File: src/rtl/slice_accumulator.sv
// ---------------------------------------------------------------------------
// slice_accumulator
//
// Sums a packed vector of LANES unsigned W-bit slices, P slices per clock,
// into an ACC_W-bit accumulator. The vector is taken in on a valid/ready
// handshake, and the total is presented with a sticky overflow flag on a
// second valid/ready handshake. The result is presented N = LANES/P cycles
// after acceptance. Only one vector is in flight at a time.
//
// Parameters
//   LANES  number of slices in the input vector
//   W      slice width in bits
//   P      slices added per cycle (must divide LANES)
//   ACC_W  accumulator / result width (must be >= W)
//
// Ports
//   clk        clock, all state on the rising edge
//   rst_n      asynchronous active-low reset
//   in_data    packed slices, slice k = in_data[k*W +: W]
//   in_valid   in_data is valid
//   in_ready   block can accept a vector (registered)
//   sum        accumulated result (registered)
//   overflow   the true sum exceeded 2^ACC_W-1 (registered, sticky per vector)
//   out_valid  sum/overflow are valid (registered)
//   out_ready  downstream accepts the result
//
// Build option
//   SLICE_ACCUMULATOR_SATURATE_EN  defined: the accumulator clamps to
//                                  2^ACC_W-1 on overflow.
//                                  undefined: the accumulator wraps modulo
//                                  2^ACC_W.
//   overflow is reported identically in both builds.
// ---------------------------------------------------------------------------
module slice_accumulator #(
   parameter int LANES = 48,
   parameter int W     = 10,
   parameter int P     = 4,
   parameter int ACC_W = 10
) (
   input  logic                 clk,
   input  logic                 rst_n,
   input  logic [LANES*W-1:0]   in_data,
   input  logic                 in_valid,
   output logic                 in_ready,
   output logic [ACC_W-1:0]     sum,
   output logic                 overflow,
   output logic                 out_valid,
   input  logic                 out_ready
);

   localparam int N     = LANES / P;
   localparam int IDX_W = (N > 1) ? $clog2(N) : 1;
   // Headroom for the accumulator plus P slices of at most W <= ACC_W bits.
   localparam int PW    = ACC_W + $clog2(P) + 1;
   localparam logic [IDX_W-1:0] LAST_IDX = IDX_W'(N - 1);

   generate
      if ((LANES % P) != 0) begin : g_bad_p
         $error("slice_accumulator: P must divide LANES");
      end
      if (ACC_W < W) begin : g_bad_accw
         $error("slice_accumulator: ACC_W must be >= W");
      end
   endgenerate

   typedef enum logic [1:0] {
      IDLE  = 2'd0,
      ACCUM = 2'd1,
      DONE  = 2'd2
   } state_t;

   state_t               state_reg;
   logic [LANES*W-1:0]   data_reg;
   logic [ACC_W-1:0]     acc_reg;
   logic [IDX_W-1:0]     idx_reg;
   logic                 ovf_reg;
   logic                 in_ready_reg;
   logic                 out_valid_reg;

   // Slices belonging to the group currently being processed.
   logic [W-1:0]         grp_slice [P];

   genvar gi;
   generate
      for (gi = 0; gi < P; gi++) begin : g_slice
         assign grp_slice[gi] = data_reg[(int'(idx_reg) * P + gi) * W +: W];
      end
   endgenerate

   logic [PW-1:0]        grp_sum;
   logic [PW-1:0]        partial_next;
   logic                 part_ovf;
   logic [ACC_W-1:0]     acc_next;

   always_comb begin
      grp_sum = '0;
      for (int i = 0; i < P; i++) begin
         grp_sum = grp_sum + PW'(grp_slice[i]);
      end
      partial_next = grp_sum + PW'(acc_reg);
      // Any bit above the accumulator width means the true sum no longer fits.
      part_ovf     = |partial_next[PW-1:ACC_W];
`ifdef SLICE_ACCUMULATOR_SATURATE_EN
      // Once clamped, later partials stay >= max, so the clamp is held.
      acc_next     = part_ovf ? {ACC_W{1'b1}} : partial_next[ACC_W-1:0];
`else
      acc_next     = partial_next[ACC_W-1:0];
`endif
   end

   always_ff @(posedge clk or negedge rst_n) begin
      if (!rst_n) begin
         state_reg     <= IDLE;
         data_reg      <= '0;
         acc_reg       <= '0;
         idx_reg       <= '0;
         ovf_reg       <= 1'b0;
         in_ready_reg  <= 1'b1;
         out_valid_reg <= 1'b0;
      end else begin
         case (state_reg)
            IDLE: begin
               if (in_valid) begin
                  data_reg     <= in_data;
                  acc_reg      <= '0;
                  ovf_reg      <= 1'b0;
                  idx_reg      <= '0;
                  in_ready_reg <= 1'b0;
                  state_reg    <= ACCUM;
               end
            end
            ACCUM: begin
               acc_reg <= acc_next;
               if (part_ovf) begin
                  ovf_reg <= 1'b1;
               end
               idx_reg <= idx_reg + IDX_W'(1);
               if (idx_reg == LAST_IDX) begin
                  out_valid_reg <= 1'b1;
                  state_reg     <= DONE;
               end
            end
            DONE: begin
               // No new vector is taken here; in_ready only returns in IDLE.
               if (out_ready) begin
                  out_valid_reg <= 1'b0;
                  in_ready_reg  <= 1'b1;
                  state_reg     <= IDLE;
               end
            end
            default: begin
               out_valid_reg <= 1'b0;
               in_ready_reg  <= 1'b1;
               state_reg     <= IDLE;
            end
         endcase
      end
   end

   assign in_ready  = in_ready_reg;
   assign out_valid = out_valid_reg;
   assign sum       = acc_reg;
   assign overflow  = ovf_reg;

endmodule

File: config.mk
export PLATFORM = sky130hd
export DESIGN_NAME = slice_accumulator
export DESIGN_NICKNAME = d
export VERILOG_FILES = /design/src/rtl/slice_accumulator.sv
export SDC_FILE = /design/constraint.sdc
export NUM_CORES = 1
export LEC_CHECK = 0
export CORE_ASPECT_RATIO = 0.7
export CORE_MARGIN = 5
export CORE_UTILIZATION = 56
export DETAILED_ROUTE_END_ITERATION = 8
export PLACE_DENSITY = 0.89
export RECOVER_POWER = 25
export SLEW_MARGIN = 20
export SYNTH_ARGS = -nofsm -noshare
export SYNTH_HDL_FRONTEND = slang
export SYNTH_SLANG_ARGS = --single-unit
File: constraint.sdc
create_clock -name clk -period 10.6 [get_ports clk]
set_clock_uncertainty 0.2 [all_clocks]
set_input_delay 2.12 -clock clk [delete_from_list [all_inputs] [get_ports clk]]
set_output_delay 2.12 -clock clk [all_outputs]
set_load 0.03 [all_outputs]
==> run summary <==
The HPWL reported at the end of detailed placement was 52,300 um. The internal power of the cells totals 0.00710 W. For this configuration, the core starts out at a cell density of 57.1%.

A synthesized cell averages 9.31 sq um. Adding up every negative setup slack in the final design gives 0 ns. For the number of hold-repair buffers added at the cts stage, the log shows 0. The leakage power figure was 14.9 nW; the post-CTS clock slew at the launch and capture registers of the worst setup and hold paths was 0.06 ns. The worst setup path is captured at a register. Max-cap violations in this run came to 4. The number of DRC violations after detailed-routing iteration 0 was 2,000; the share of the core filled with cells in the final layout was 73.2%. Static timing analysis puts the maximum clock frequency at 128 MHz. The library cells used most frequently in the layout, excluding fill and tap cells, are 1,468 x nand2_1, 495 x dfrtp_1, 494 x clkdlybuf4s50_1. Entering global routing, the biggest net connects 274 pins. Commonest register cell after synthesis: dfrtp_1. Final hold analysis gives a worst-case slack of 0.271 ns.

After synthesis, the cell types taking the most area are dfrtp_1 53%, nand2_1 23%, mux4_2 11%. The highest fanout seen on the critical path works out to 67. For the total vias in the final route, the log shows 19,700. The floorplan has 62 rows. The number of clock sinks was 499; the slew at the pin closest to its max-slew limit was 3.64 ns. TritonCTS built the clock tree. The Yosys step of the flow raised 0 warnings. The tools report the total power after layout as 0.0129 W. The cell area after synthesis is 23,600 sq um. The CTS H-tree depth is 2. Per report_power, the clock group accounts for 12.6% of the total.

The first detailed-routing pass took 7 iterations. The peak supply drop came out at 1.11 mV. The run gives 59.9% as the part of the total power dissipated in combinational logic. The layout overhead on the synthesized area works out to 28.2%. Kind of path behind the tightest hold check: reg2reg. The number of flip-flops in the largest register is 480, and the number of enable-type register cells in the synthesized netlist is 0. Counting every net in the synthesized netlist gives 3,063. The most common library cell in the layout ignoring fill and taps is nand2_1. The worst path in the final design needs a cycle of 7.84 ns, including I/O delays and setup. The multi-input combinational cells in the finished layout cover a total of 10,200 sq um.

The critical path start-end classification was reg2reg. For this design the total switching power over the nets is 0.00584 W. The tree is rooted in a clkbuf_16. The tools report the number of max-slew violations in the final report as 208.

The die height is 182 um, and the proportion of layout cells with a drive suffix above 1 is 7.12%. The post-synthesis cell type with the largest combined area was dfrtp_1. The run finished, with violations left. The global placement routability congestion is 0.939.

The total overflow left after global routing is 0. Wires add up to 73,000 um. Registers take 12,500 sq um. The count of input and output buffers was 496. STA classifies the critical path startpoint as a register.

The first global-routing pass estimated 114,000 um of wire. Data arrives at the worst endpoint at 8.07 ns. The number of primary I/O pins was 497; the share of flip-flops with an asynchronous set or reset after synthesis was 100%. The fraction of synthesized cell area taken by the top area cell type is 52.8%, and the normalized max-slew margin is -143%. The floorplan die width was 255 um. The area enclosed by the die boundary was 46,400 sq um; the power per unit of standard cell area was 428 nW/um^2. The sequential share of power is 27.5%, and the post-cts sizing count is 0. For this run, design rule violations remaining after detail routing come to 0. Global routing used 30.9% of the available tracks.

Dividing the detail-routed via count by the number of cells gives 5.59. The run gives 3,436 as the instance count after placement with tap cells included. The run gives 0.56 ns as the clock latency of the later-clocked register in the worst-skew pair.

The post-synthesis sequential area ratio came out at 52.9%. The logs give 7 for the initial antenna violation count and 0 for the total of endpoints with negative setup slack in the final report. The logs give 3,523 for the count of placed standard cells in the final layout, fillers left out and 0 for the hold violation total from the final report.

The required time reported for the critical path endpoint is 10.84 ns, and the core box area is 41,300 sq um. Once detail routing completed, the nets flagged for antenna violations numbered 0. At the end of the flow, the number of nets in the layout was 3,472. The number of synthesized register bits came out at 499. The final reports fail on capacitance limit, slew limit. The cell count after synthesis came out at 2,536. The clock passes through at most 3 buffers.

Filler cell count: 2,781. Of the total power, the share spent switching nets is 45.1%. Setup repair after global routing left no endpoint under its margin.

In the final routed layout, each cell accounts on average for 20.7 um. The logs give 20,500 for the via count of the first global-routing pass and 47 for the number of CTS-inserted buffers. The setup fix buffers added after clock tree synthesis is 0. The worst path uses 73.9% of the clock period.

The number of library cell types mapped by synthesis came out at 40.
-- synth_stat cells, types with 3 or more instances --
cell type / n
nand2_1: 1468
dfrtp_1: 498
mux4_2: 120
buf_2: 79
clkbuf_1: 63
inv_1: 61
mux2i_1: 40
nor2_1: 38
a21oi_1: 37
fa_1: 29
o21ai_0: 25
ha_1: 14
nand3_1: 8
buf_1: 7
o21a_1: 4
o31ai_1: 4
xor2_1: 4
a31oi_1: 3
buf_4: 3
nand4_1: 3
-- worst paths after layout --
check / depth (start not counted) / slack, ns / endpoint / from
max in group asynchronous: 3 / 3.83 / data_reg[129] / rst_n
min reg2reg: 2 / 0.27 / data_reg[127] / data_reg[127]
min: 2 / 0.27 / data_reg[127] / data_reg[127]
max reg2reg: 17 / 2.76 / overflow / idx_reg[1]
max: 17 / 2.76 / overflow / idx_reg[1]
min in group asynchronous: 1 / 2.61 / data_reg[45] / rst_n
-- through the flow --
step | setup WS [ns] | instance area, sq um
after floorplan | 5.58 | 23600
after global placement | 4.18 | 28700
after detailed placement | 4.13 | 28700
after CTS | 4.12 | 30200
after global routing | 2.44 | 30300
final | 2.76 | 30300
-- per-layer routing --
| metal | track usage, % | vias to the layer above | part of all wire [%] |
|---|---|---|---|
| li1 | - | 8848 | - |
| met4 | 12.1 | 8 | 4.6 |
| met3 | 5.97 | 201 | 8.0 |
| met1 | 41.9 | 9660 | 39 |
| met5 | 0 | - | 0.078 |
| met2 | 50.3 | 973 | 48 |
-- area by class of cell --
type	instances	area share, %
flip-flops and latches	499	41.3
repair buffers	515	17.2
diodes	3	0.0248
inverters	61	0.757
multi-input cells	1821	33.7
well taps	544	2.25
clock inverters	11	0.327
clock buffers	69	4.46
-- power by group through the flow --
stage | clock network (W) | logic (W) | registers (W)
floorplan | 0 | 0.00573 | 0.00325
global route | 0.00173 | 0.00864 | 0.00366
finish | 0.00163 | 0.00776 | 0.00355
CTS | 0.00165 | 0.00764 | 0.00354
detailed placement | 0 | 0.00758 | 0.00356
global placement | 0 | 0.00726 | 0.00350
-- cells by family (layout without fill, tap and decap cells) --
kind of cell,after synthesis,count (layout),share of synthesized area (%)
other cells,0,3,0
flops,499,499,52.9
compound gates,86,86,2.12
fa+ha+maj,43,43,3.20
xor+xnor,4,4,0.148
mux,160,160,13.1
buf+inv,216,656,3.97
simple gates,1528,1528,24.5
-- critical path, stage by stage (launching register included) --
cell	delay (ns)
dfrtp_1	2.28
buf_4	1.01
mux4_2	0.43
mux2i_1	0.21
o21ai_0	0.18
fa_1	0.46
inv_1	0.08
fa_1	0.43
fa_1	0.50
inv_1	0.04
ha_1	0.20
inv_1	0.09
fa_1	0.25
nor2b_4	0.06
o31a_1	0.31
o2111a_1	0.27
a221o_1	0.35
a32o_1	0.26
Note: power is estimated with default switching activity, not from simulation.
